$ cat src/rtl/sevenseg_pkg.sv
// ============================================================================
// Module  : sevenseg_pkg
// Brief   : Shared seven-segment types and encodings (bit6=a ... bit0=g).
// Revision: 1.0 - initial release
// ============================================================================
`default_nettype none

package sevenseg_pkg;

   typedef logic [6:0] seg_t;
   typedef logic [3:0] bcd_t;

   localparam seg_t SEG_0     = 7'b1111110;
   localparam seg_t SEG_1     = 7'b0110000;
   localparam seg_t SEG_2     = 7'b1101101;
   localparam seg_t SEG_3     = 7'b1111001;
   localparam seg_t SEG_4     = 7'b0110011;
   localparam seg_t SEG_5     = 7'b1011011;
   localparam seg_t SEG_6     = 7'b1011111;
   localparam seg_t SEG_7     = 7'b1110000;
   localparam seg_t SEG_8     = 7'b1111111;
   localparam seg_t SEG_9     = 7'b1110011;
   localparam seg_t SEG_BLANK = 7'b0000000;

   localparam bcd_t BCD_INVALID = 4'hF;

endpackage

`default_nettype wire

$ cat src/rtl/sevenseg_pattern_decode.sv
// ============================================================================
// Module  : sevenseg_pattern_decode
// Brief   : Combinational segment pattern to BCD; flags blank and invalid.
// Revision: 1.0 - initial release
// ============================================================================
`default_nettype none

module sevenseg_pattern_decode
   import sevenseg_pkg::*;
(
   input  seg_t i_seg,
   output bcd_t o_bcd,
   output logic o_is_blank,
   output logic o_is_invalid
);

   always_comb begin
      o_bcd        = BCD_INVALID;
      o_is_blank   = 1'b0;
      o_is_invalid = 1'b0;
      case (i_seg)
         SEG_0:     o_bcd = 4'd0;
         SEG_1:     o_bcd = 4'd1;
         SEG_2:     o_bcd = 4'd2;
         SEG_3:     o_bcd = 4'd3;
         SEG_4:     o_bcd = 4'd4;
         SEG_5:     o_bcd = 4'd5;
         SEG_6:     o_bcd = 4'd6;
         SEG_7:     o_bcd = 4'd7;
         SEG_8:     o_bcd = 4'd8;
         SEG_9:     o_bcd = 4'd9;
         SEG_BLANK: begin
            o_bcd      = 4'd0;
            o_is_blank = 1'b1;
         end
         default:   o_is_invalid = 1'b1;
      endcase
   end

endmodule

`default_nettype wire

$ cat src/rtl/sevenseg_scan_capture.sv
// ============================================================================
// Module  : sevenseg_scan_capture
// Brief   : Synchronise, debounce and decode a multiplexed 7-seg bus into frames.
// Revision: 1.0 - initial release
// ============================================================================
`default_nettype none

module sevenseg_scan_capture
   import sevenseg_pkg::*;
#(
   parameter int DIGITS        = 4,
   parameter int STABLE_CYCLES = 4,
   parameter int SYNC_STAGES   = 2
) (
   input  logic                  clk,
   input  logic                  reset_n,
   input  logic [6:0]            seg,
   input  logic [DIGITS-1:0]     dig_sel,
   input  logic                  err_clr,
   output logic [4*DIGITS-1:0]   frame_bcd,
   output logic [DIGITS-1:0]     frame_blank,
   output logic                  frame_done,
   output logic                  frame_valid,
   output logic                  err_pattern,
   output logic                  err_select
);

   localparam int                c_bus_w  = 7 + DIGITS;
   localparam int                c_cnt_w  = $clog2(STABLE_CYCLES + 1);
   localparam logic [c_cnt_w-1:0] c_cnt_max = c_cnt_w'(STABLE_CYCLES);
   localparam logic [c_cnt_w-1:0] c_cap_at  = c_cnt_w'(STABLE_CYCLES - 1);

   logic [c_bus_w-1:0]  w_raw;
   logic [c_bus_w-1:0]  w_cur;
   logic [c_bus_w-1:0]  r_prev;
   logic [c_cnt_w-1:0]  r_cnt;

   assign w_raw = {seg, dig_sel};

   generate
      if (SYNC_STAGES > 0) begin : g_sync
         logic [c_bus_w-1:0] r_sync [SYNC_STAGES];

         always_ff @(posedge clk or negedge reset_n) begin
            if (!reset_n) begin
               for (int i = 0; i < SYNC_STAGES; i++) r_sync[i] <= '0;
            end else begin
               r_sync[0] <= w_raw;
               for (int i = 1; i < SYNC_STAGES; i++) r_sync[i] <= r_sync[i-1];
            end
         end

         assign w_cur = r_sync[SYNC_STAGES-1];
      end else begin : g_nosync
         assign w_cur = w_raw;
      end
   endgenerate

   // Counter saturates so a held value is captured exactly once.
   always_ff @(posedge clk or negedge reset_n) begin
      if (!reset_n) begin
         r_prev <= '0;
         r_cnt  <= '0;
      end else begin
         r_prev <= w_cur;
         if (w_cur != r_prev)
            r_cnt <= '0;
         else if (r_cnt != c_cnt_max)
            r_cnt <= r_cnt + c_cnt_w'(1);
      end
   end

   logic              w_cap;
   seg_t              w_seg;
   logic [DIGITS-1:0] w_sel;
   logic              w_sel_onehot;
   logic              w_sel_multi;

   assign w_cap        = (w_cur == r_prev) && (r_cnt == c_cap_at);
   assign w_seg        = w_cur[c_bus_w-1 -: 7];
   assign w_sel        = w_cur[DIGITS-1:0];
   assign w_sel_onehot = (w_sel != '0) && ((w_sel & (w_sel - DIGITS'(1))) == '0);
   assign w_sel_multi  = (w_sel != '0) && !w_sel_onehot;

   bcd_t w_dec_bcd;
   logic w_dec_blank;
   logic w_dec_invalid;

   sevenseg_pattern_decode u_decode (
      .i_seg        (w_seg),
      .o_bcd        (w_dec_bcd),
      .o_is_blank   (w_dec_blank),
      .o_is_invalid (w_dec_invalid)
   );

   logic [4*DIGITS-1:0] r_work_bcd;
   logic [DIGITS-1:0]   r_work_blank;
   logic [DIGITS-1:0]   r_seen;
   logic [4*DIGITS-1:0] w_work_bcd_nxt;
   logic [DIGITS-1:0]   w_work_blank_nxt;
   logic [DIGITS-1:0]   w_seen_nxt;
   logic                w_digit_cap;
   logic                w_frame_cmp;

   // Next working set includes the digit being captured so a completing
   // capture lands in the published frame on the same edge.
   always_comb begin
      w_work_bcd_nxt   = r_work_bcd;
      w_work_blank_nxt = r_work_blank;
      for (int i = 0; i < DIGITS; i++) begin
         if (w_sel[i]) begin
            w_work_bcd_nxt[4*i +: 4] = w_dec_bcd;
            w_work_blank_nxt[i]      = w_dec_blank;
         end
      end
   end

   assign w_seen_nxt  = r_seen | w_sel;
   assign w_digit_cap = w_cap && w_sel_onehot;
   assign w_frame_cmp = w_digit_cap && (&w_seen_nxt);

   always_ff @(posedge clk or negedge reset_n) begin
      if (!reset_n) begin
         r_work_bcd   <= '0;
         r_work_blank <= '0;
         r_seen       <= '0;
         frame_bcd    <= '0;
         frame_blank  <= '0;
         frame_done   <= 1'b0;
         frame_valid  <= 1'b0;
         err_pattern  <= 1'b0;
         err_select   <= 1'b0;
      end else begin
         frame_done <= w_frame_cmp;

         if (w_digit_cap) begin
            r_work_bcd   <= w_work_bcd_nxt;
            r_work_blank <= w_work_blank_nxt;
            r_seen       <= w_frame_cmp ? '0 : w_seen_nxt;
         end

         if (w_frame_cmp) begin
            frame_bcd   <= w_work_bcd_nxt;
            frame_blank <= w_work_blank_nxt;
            frame_valid <= 1'b1;
         end

         // A new error event takes priority over a simultaneous clear.
         if (w_digit_cap && w_dec_invalid)
            err_pattern <= 1'b1;
         else if (err_clr)
            err_pattern <= 1'b0;

         if (w_cap && w_sel_multi)
            err_select <= 1'b1;
         else if (err_clr)
            err_select <= 1'b0;
      end
   end

endmodule

`default_nettype wire
$ cat config.mk
export PLATFORM = sky130hd
export DESIGN_NAME = sevenseg_scan_capture
export DESIGN_NICKNAME = d
export VERILOG_FILES = /design/src/rtl/sevenseg_pkg.sv /design/src/rtl/sevenseg_pattern_decode.sv /design/src/rtl/sevenseg_scan_capture.sv
export SDC_FILE = /design/constraint.sdc
export NUM_CORES = 1
export LEC_CHECK = 0
export BUFFER_PORTS_ARGS = -buffer_cell sky130_fd_sc_hd__buf_2
export CAP_MARGIN = 0
export CORE_ASPECT_RATIO = 1.4
export CORE_MARGIN = 4
export CORE_UTILIZATION = 45
export CTS_BUF_LIST = sky130_fd_sc_hd__clkbuf_4
export DETAILED_ROUTE_END_ITERATION = 12
export PLACE_DENSITY = 0.74
export SLEW_MARGIN = 20
export SYNTH_ARGS = -nofsm -noshare
export SYNTH_HDL_FRONTEND = slang
export SYNTH_HIERARCHICAL = 1
export SYNTH_SLANG_ARGS = --single-unit
$ cat constraint.sdc
create_clock -name clk -period 2.97 [get_ports clk]
set_clock_uncertainty 0.1 [all_clocks]
set_input_delay 0.4455 -clock clk [delete_from_list [all_inputs] [get_ports clk]]
set_output_delay 0.4455 -clock clk [all_outputs]
set_load 0.02 [all_outputs]
==> out/metrics.yaml <==
worst_pin_slew_ns: 0.736
ys_ff_latch: 84
worstSetupPathType: "flop to flop"
cts_tree: "built"
wl_per_cell_um: 15.1
antenna_found_initial: 0
regToRegStartpoint: "w_cur[1]"
cts.reportedPaths.clkPinSlew_ns: 0.11
whs_endpoint: "g_sync.r_sync[19]"
leakage_nw: 1.97
cp_max_fo: 21
fin_crit_sh_pct: 88.4
synthTopCellsByArea: "dfrtp_1 (59%), mux2_2 (19%), xnor2_1 (3.7%)"
synth_cell_type_count: 44
grt-ovfl-total: 0
core_sq_um: 7700
r2r_cells: 6
clkSinkCount: 84
final_nets: 324
fin_area_sq_um: 4030
gp_congestion: 0.786
start_util_pct: 46.1
slew-limit-headroom_pct: 50.6
routed_wl_mm: 6.19
grt_first_pass_wirelength_mm: 10.7
period_needed_ns: 2.62
setup_viol: 0
die_y_um: 113
dpl.hpwl_mm: 4.22
clock_latency_ns: 0.42
ys.flop_type: "dfrtp_1"
avgSynthCellArea_sq_um: 14.0
post_layout_nonfiller_instances: 410
seq_area_frac_synth_pct: 59.2
synth_top_area_share_pct: 59.2
power.density_nw_per_um2: 454
hp-class: "input pin to flop"
min_path_cells: 1
viasPerCell: 5.10
vias: 2093
synth_area_leader_cell: "dfrtp_1"
multiInputGateArea_sq_um: 1350
rsz0062_at_grt: "false"
fmax_ghz: 0.381
arrival_ns: 2.83
start_kind: "flop"
dp.cells: 386
synth_edf_count: 0
status: "completed"
synth_common_cells: "dfrtp_1 (84), mux2_2 (60), xnor2_1 (15)"
critical_path.endpoint_type: "flop"
slew_violations: 0
ff2ff_setup_slack_ns: 0.35
area_growth_pct: 13.5
portBuffers: 37
drive_gt1_share_pct: 40.0
dr.first_iter.drc_count: 123
io_pins: 38
async_reset_ff_share_pct: 100
place_area_sq_um: 3830
die_w_um: 83.1
yosysWarnings: 6
cp.required_ns: 3.18
timing.rr.end: "frame_bcd[8]"
syn_nets: 271
regArea_sq_um: 2100
maxCapViolCount: 0
grt_max_degree: 85
grt_pass1_vias: 2215
htreeDepth: 3
tns_ns: 0
ctsLongestPathBuffers: 2
hold_viol_final: 0
syn-cell-area_sq_um: 3550
ctsResizeCount: 0
root_buffer: "clkbuf_4"
die_area_sq_um: 9390
core.rowCount: 38
dr.pass1.iters: 4
antenna_cells: 0
worstHoldStart: "seg[4]"
grtUsageTotal_pct: 14.6
n_fill_cell: 706
synthCells: 254
detail-route-antenna-nets: 0
drc: 0
yosysMostFrequentCell: "dfrtp_1"
cts_buffers: 9
peakVddDrop_mv: 0.252
[metrics by stage]
stage	hold slack (ns)	setup WS, ns	utilization (%)	total power [mW]
floorplan	0.0499	0.554	-	1.28
global placement	0.232	0.402	49.7	1.33
detailed placement	0.236	0.335	49.7	1.33
CTS	0.000463	0.313	51.9	1.85
global route	0.00192	0.158	52.3	1.92
finish	0.0438	0.345	52.3	1.83
[layout make-up]
class,instances,share of cell area [%]
Clock buffer,10,1.86
Timing Repair Buffer,52,8.17
Inverter,8,0.746
Multi-Input combinational cell,152,33.5
Sequential cell,84,52.2
Clock inverter,4,0.466
Tap cell,100,3.11
[power by group]
group / switching [mW] / internal, mW / leakage, nW
clock: 0.344 / 0.166 / 0.0593
combinational: 0.0671 / 0.0618 / 0.814
sequential: 0.0251 / 1.17 / 1.10
total: 0.437 / 1.39 / 1.97
[worst max-delay path by stage]
stage	depth (start not counted)	endpoint	from	slack, ns
finish	6	frame_bcd[8]	w_cur[1]	0.35
global route	6	frame_bcd[8]	w_cur[1]	0.16
CTS	6	frame_bcd[8]	w_cur[1]	0.31
detailed placement	6	frame_bcd[8]	w_cur[1]	0.34
global placement	6	frame_bcd[6]	w_cur[1]	0.40
floorplan	6	frame_bcd[10]	w_cur[1]	0.55
[layer usage]
metal,global-route usage [%],vias to the layer above,share of wire (%)
met2,24.6,33,51
met4,7.20,0,2.3
li1,-,1012,-
met3,3.35,10,2.7
met5,0,-,0
met1,17.6,1038,44
[cell usage in the layout, fill, tap and decap left out, types with 2 or more instances in the layout]
cell type	instances
dfrtp_1	84
mux2_2	60
buf_2	36
xnor2_1	15
nor2_1	11
clkbuf_4	10
dlygate4sd3_1	10
nand2_1	9
inv_1	8
nand3_1	7
a21oi_1	6
buf_4	5
nand4_1	4
o22ai_1	3
ha_1	3
clkinv_2	3
or4b_2	2
o21ai_0	2
nor3_1	2
and4bb_1	2
o211ai_1	2
a32oi_1	2
[logic make-up after synthesis]
family / share of synthesized area [%]
DFF: 59.2
and+or+nand+nor: 8.22
adders and majority gates: 1.34
buffers and inverters: 2.79
muxes: 19.3
AOI/OAI and AO/OA: 5.15
xor gates and xnor gates: 3.95
[state kept, by name, indices dropped and copies added (netlist names)]
register,count
g_sync.r_sync,11
r_prev,11
frame_blank,4
w_cur,11
r_cnt,3
err_pattern,1
frame_bcd,16
frame_valid,1
r_work_blank,4
err_select,1
r_work_bcd,16
r_seen,4
frame_done,1
[critical path, cell delays in order, from the launching register on]
cell and delay [ns]:
dfrtp_1 0.41, buf_4 0.21, or4b_2 0.59, o311ai_0 0.15, nor4b_4 0.31, nand2_2 0.34
mux2_2 0.40
[timing repair]
| item | CTS | global route |
|---|---|---|
| buffers inserted | 0 | 0 |
| hold endpoints to repair | 7 | 13 |
| hold buffers | 7 | 3 |
No activity file was read; power rests on OpenSTA's default activity.
